`config.mk`:
```
export PLATFORM = sky130hd
export DESIGN_NAME = fsm_enable_sequencer
export DESIGN_NICKNAME = d
export VERILOG_FILES = /design/src/rtl/fsm_seq_pkg.sv /design/src/rtl/fsm_enable_sequencer_debounce_edge.sv /design/src/rtl/fsm_enable_sequencer.sv
export SDC_FILE = /design/constraint.sdc
export NUM_CORES = 1
export LEC_CHECK = 0
export CORE_UTILIZATION = 56
export CTS_BUF_LIST = sky130_fd_sc_hd__clkbuf_2
export DETAILED_ROUTE_END_ITERATION = 16
export PLACE_DENSITY = 0.8
export SYNTH_ARGS = -nofsm -noshare
export SYNTH_HDL_FRONTEND = slang
export SYNTH_HIERARCHICAL = 1
export SYNTH_SLANG_ARGS = --single-unit
```
`constraint.sdc`:
```
create_clock -name clk -period 2.5 [get_ports clk]
set_input_delay 0.375 -clock clk [delete_from_list [all_inputs] [get_ports clk]]
set_output_delay 0.375 -clock clk [all_outputs]
set_load 0.02 [all_outputs]
```
`src/rtl/fsm_seq_pkg.sv`:
```
// Shared constants for the enable sequencer and the downstream pulse FSM.
package fsm_seq_pkg;

    localparam logic HIGH = 1'b1;
    localparam logic LOW  = 1'b0;

    localparam int SYNC_STAGES_DEF     = 2;
    localparam int DEBOUNCE_CYCLES_DEF = 4;
    localparam int GAP_CYCLES_DEF      = 4;
    localparam int PEND_W_DEF          = 3;

    typedef enum logic {
        IDLE = 1'b0,
        GAP  = 1'b1
    } issue_state_e;

    // Bits needed to hold 0..max_val, never less than one.
    function automatic int cnt_width(input int max_val);
        return (max_val < 2) ? 1 : $clog2(max_val + 1);
    endfunction

endpackage

```
`src/rtl/fsm_enable_sequencer_debounce_edge.sv`:
```
// Synchroniser and debouncer for the raw trigger; emits a one-cycle req per accepted rise.
module debounce_edge
    import fsm_seq_pkg::*;
#(
    parameter int SYNC_STAGES     = SYNC_STAGES_DEF,
    parameter int DEBOUNCE_CYCLES = DEBOUNCE_CYCLES_DEF
) (
    input  logic clk,
    input  logic reset,
    input  logic btn_i,
    output logic req_o
);

    localparam int CW = cnt_width(DEBOUNCE_CYCLES - 1);
    localparam logic [CW-1:0] DEB_LAST = CW'(DEBOUNCE_CYCLES - 1);

    logic [SYNC_STAGES-1:0] sync_q;
    logic [CW-1:0]          deb_cnt_q, deb_cnt_d;
    logic                   level_q, level_d;
    logic                   level_prev_q;
    logic                   req_q;
    logic                   sync_out;

    assign sync_out = sync_q[SYNC_STAGES-1];

    always_comb begin
        level_d   = level_q;
        deb_cnt_d = '0;
        if (sync_out != level_q) begin
            if (deb_cnt_q == DEB_LAST) begin
                level_d = sync_out;
            end else begin
                deb_cnt_d = deb_cnt_q + 1'b1;
            end
        end
    end

    // req is registered one cycle behind the level change so a press reaches
    // the queue on a clean register boundary.
    always_ff @(posedge clk or posedge reset) begin
        if (reset) begin
            sync_q       <= '0;
            deb_cnt_q    <= '0;
            level_q      <= LOW;
            level_prev_q <= LOW;
            req_q        <= LOW;
        end else begin
            sync_q       <= {sync_q[SYNC_STAGES-2:0], btn_i};
            deb_cnt_q    <= deb_cnt_d;
            level_q      <= level_d;
            level_prev_q <= level_q;
            req_q        <= level_q & ~level_prev_q;
        end
    end

    assign req_o = req_q;

endmodule

```
`src/rtl/fsm_enable_sequencer.sv`:
```
// Queues debounced trigger presses and issues them as spaced one-cycle enable pulses.
//   state | meaning
//   IDLE  | free to issue; fires enable as soon as pending != 0
//   GAP   | holding off so the downstream FSM returns to IDLE before the next pulse
module fsm_enable_sequencer
    import fsm_seq_pkg::*;
#(
    parameter int SYNC_STAGES     = SYNC_STAGES_DEF,
    parameter int DEBOUNCE_CYCLES = DEBOUNCE_CYCLES_DEF,
    parameter int GAP_CYCLES      = GAP_CYCLES_DEF,
    parameter int PEND_W          = PEND_W_DEF
) (
    input  logic              clk,
    input  logic              reset,
    input  logic              btn_in,
    output logic              enable,
    output logic [PEND_W-1:0] pending,
    output logic              busy,
    output logic              overflow
);

    localparam int GW = cnt_width(GAP_CYCLES - 2);
    localparam logic [GW-1:0]     GAP_LOAD = GW'(GAP_CYCLES - 2);
    localparam logic [PEND_W-1:0] PEND_MAX = '1;

    issue_state_e      state_q, state_d;
    logic [GW-1:0]     gap_q, gap_d;
    logic [PEND_W-1:0] pend_q, pend_d;
    logic              enable_q, enable_d;
    logic              ovf_q, ovf_d;
    logic              req;
    logic              issue;

    debounce_edge #(
        .SYNC_STAGES    (SYNC_STAGES),
        .DEBOUNCE_CYCLES(DEBOUNCE_CYCLES)
    ) u_debounce_edge (
        .clk  (clk),
        .reset(reset),
        .btn_i(btn_in),
        .req_o(req)
    );

    always_comb begin
        state_d  = state_q;
        gap_d    = gap_q;
        enable_d = LOW;
        issue    = LOW;
        case (state_q)
            IDLE: begin
                if (pend_q != '0) begin
                    issue    = HIGH;
                    enable_d = HIGH;
                    gap_d    = GAP_LOAD;
                    state_d  = GAP;
                end
            end
            GAP: begin
                if (gap_q == '0) begin
                    state_d = IDLE;
                end else begin
                    gap_d = gap_q - 1'b1;
                end
            end
        endcase
    end

    // A request that meets its own issue cycle cancels out, so a full queue
    // only drops when nothing leaves in the same cycle.
    always_comb begin
        pend_d = pend_q;
        ovf_d  = ovf_q;
        if (req && !issue) begin
            if (pend_q == PEND_MAX) begin
                ovf_d = HIGH;
            end else begin
                pend_d = pend_q + 1'b1;
            end
        end else if (issue && !req) begin
            pend_d = pend_q - 1'b1;
        end
    end

    always_ff @(posedge clk or posedge reset) begin
        if (reset) begin
            state_q  <= IDLE;
            gap_q    <= '0;
            pend_q   <= '0;
            enable_q <= LOW;
            ovf_q    <= LOW;
        end else begin
            state_q  <= state_d;
            gap_q    <= gap_d;
            pend_q   <= pend_d;
            enable_q <= enable_d;
            ovf_q    <= ovf_d;
        end
    end

    assign enable   = enable_q;
    assign pending  = pend_q;
    assign overflow = ovf_q;
    assign busy     = (state_q != IDLE) || (pend_q != '0);

endmodule

```
==> impl_metrics.csv <==
group,metric,value,unit
cts,cts_root_buf,"clkbuf_2",
global_route,grt_pass1_vias,515,
sta,skew,0.00276,ns
sta,slew_viol_final,0,
logic_synthesis,syn-num-nets,79,
cts,cts_tree,"yes",
drt,totalWireLength,1480,um
setup_path,arrival,1.90,ns
drt,vias_per_cell,5.94,
sta,min_period,2.28,ns
floorplanning,die_x,39.1,um
setup_path,slowest_delay,0.56,ns
setup_path,startpoint_type,"flop",
floorplanning,die_h,39.1,um
global_route,antenna_found_initial,0,
global_route,grt_first_pass_wirelength,2260,um
sta,setup_violations,0,
logic_synthesis,synth_flop_cell,"dfrtp_1",
power_and_ir_drop,power_density,1410,nW/um^2
cts,clock_latency,0.28,ns
setup_path,path_depth,3,
power_and_ir_drop,ir_worst_vdd,0.000690,V
hold_path,worst_hold_path_type,"in -> async",
flow_run,maxCapViolCount,0,
global_route,grt_use_total,0.237,
finish,final_common_cell,"dfrtp_1",
floorplanning,row_count,13,
finish,fin_nets,90,
finish,drive_above_1_share,0.133,
run_status,outcome,"completed",
cts,cts_sinks,15,
cts,htreeDepth,1,
drt,postRouteAntennaNets,0,
setup_path,cp.required,2.12,ns
setup_path,worstSetupPathType,"reg -> out",
place,dp_slack,0.287,ns
cts,clock_path_buffers,2,
setup_path,cp_max_fo,10,
global_route,grt.overflow.total,0,
floorplanning,die-area,1530,sq um
logic_synthesis,avgSynthCellArea,10.6,sq um
drt,drt-pass1-iter-count,4,
sta,rsz0062_at_grt,"no",
logic_synthesis,synth_seq_cells,15,
logic_synthesis,async_flop_share,1.00,
sta,tightestPinTransition,0.389,ns
floorplanning,ioPinCount,9,
global_route,grt_max_degree,15,
setup_path,reg2reg_slack,0.25,ns
cts,numCtsBuffers,3,
setup_path,cpLargestDelayFamily,"buffers and inverters",
setup_path,worst-path-buf-inv,2,
drt,wl_per_cell,15.1,um
sta,hold_viol,0,
sta,max_clock_freq,439,MHz
floorplanning,core_area,1280,sq um
sta,setup_tns,0,ns
drt,drt_iter0_drc,9,
place,port_buffers,8,
finish,final_cell_mix,"dfrtp_1, inv_1, clkdlybuf4s50_1, o21ai_0, clkbuf_2",
sta,setup_ws,0.222,ns
place,place_congestion,0.730,
setup_path,reg2reg_to,"pending[1]",
logic_synthesis,syn_inst,73,
setup_path,worstSetupEndpointType,"output port",
setup_path,reg2regPathDepth,7,
setup_path,r2r-start,"pending[0]",
sta,slew_headroom,0.740,
cts,cts_hold_buf,0,
logic_synthesis,synth-edff-count,0,
setup_path,path_cells,"buf_4 -> or4_1 -> clkdlybuf4s50_1",
drt,vias,582,
place,dp_hpwl,1030,um
logic_synthesis,synth-warning-count,6,
floorplanning,start_util,0.600,
drt,drc_errors,0,
power_and_ir_drop,leakage,0.406,nW
logic_synthesis,ys_seq_area_frac,0.487,
logic_synthesis,synthesis.area,771,sq um
finish,syn2layout_area_growth,14.3,%
cts,clkTransAtPathRegs,0.13,ns
setup_path,slowest_stage,"clkdlybuf4s50_1",
finish,diodes,0,
sta,timing.final.crit_share,0.911,
logic_synthesis,synth_cell_type_count,32,
## final cells by class
cell class,instances,area (sq um)
fill,96,404
sequential,15,377
multi-input combinational,45,333
timing repair buffer,11,103
inverter,8,30.0
clock buffer,4,20.0
tap,15,18.8
## metrics by stage
step	utilization	hold slack, ns	area (sq um)	power (mW)	instances
3_5_place_dp	0.669	0.340	860	1.12	94
2_1_floorplan	-	0.178	771	0.922	73
5_1_grt	0.685	0.355	881	1.33	98
4_1_cts	0.685	0.333	880	1.24	98
6_report	0.685	0.322	881	1.24	98
3_3_place_gp	0.669	0.334	860	1.08	94
## routing by layer
metal | routed length, um | track usage | vias up
li1 | - | - | 278
met1 | 686 | 0.298 | 281
met2 | 691 | 0.342 | 15
met3 | 43 | 0.0636 | 8
met5 | 0 | 0 | -
met4 | 57 | 0.181 | 0
## flip-flops by register name, summed over array words and instances, names as in the netlist
register                      flops
gap_q                             2
u_debounce_edge/deb_cnt_q         2
u_debounce_edge/req_o             1
u_debounce_edge/level_prev_q      1
state_q                           1
pending                           3
u_debounce_edge/sync_q            2
overflow                          1
u_debounce_edge/level_q           1
enable                            1
## cell families (layout without fill, tap and decap cells)
kind of cell / after synthesis / in the layout / share of synthesized area
flip-flops: 15 / 15 / 0.487
AO/OA/AOI/OAI: 19 / 19 / 0.170
adder cells (fa/ha/maj): 3 / 3 / 0.0584
multiplexers: 1 / 1 / 0.0146
XOR/XNOR: 1 / 1 / 0.0114
AND/OR/NAND/NOR: 21 / 21 / 0.177
buffers and inverters: 13 / 23 / 0.0812
## repair_timing
action | in CTS | in global routing
setup endpoints to repair | 0 | 1
buffers inserted | 0 | 0
resized for setup | 0 | 1
## worst max-delay path by stage
stage / from / to / slack, ns
after floorplan: pending[1] / pending[1] / 0.41
after global placement: pending[0] / pending[1] / 0.48
after detailed placement: pending[0] / pending[1] / 0.29
after CTS: pending[0] / busy / 0.20
after global routing: pending[0] / pending[1] / 0.08
final: pending[2] / busy / 0.22
## cells in the mapped netlist (2+ instances only)
master	count	area, sq um
dfrtp_1	15	375
o211ai_1	2	15.0
nor2b_1	2	12.5
inv_1	8	30.0
buf_2	2	10.0
buf_4	3	22.5
and3_1	2	12.5
o21bai_1	2	15.0
nor2_1	2	7.51
nor3b_1	2	15.0
a211oi_1	2	15.0
ha_1	2	25.0
and2b_1	2	15.0
nor3_1	3	15.0
o21ai_0	6	30.0
nand2_1	2	7.51
## where the power goes
part	switching, mW	internal (mW)
Sequential	0.122	0.350
Combinational	0.339	0.316
Clock	0.0735	0.0424
Total	0.534	0.708
No activity file was read; power rests on OpenSTA's default activity.
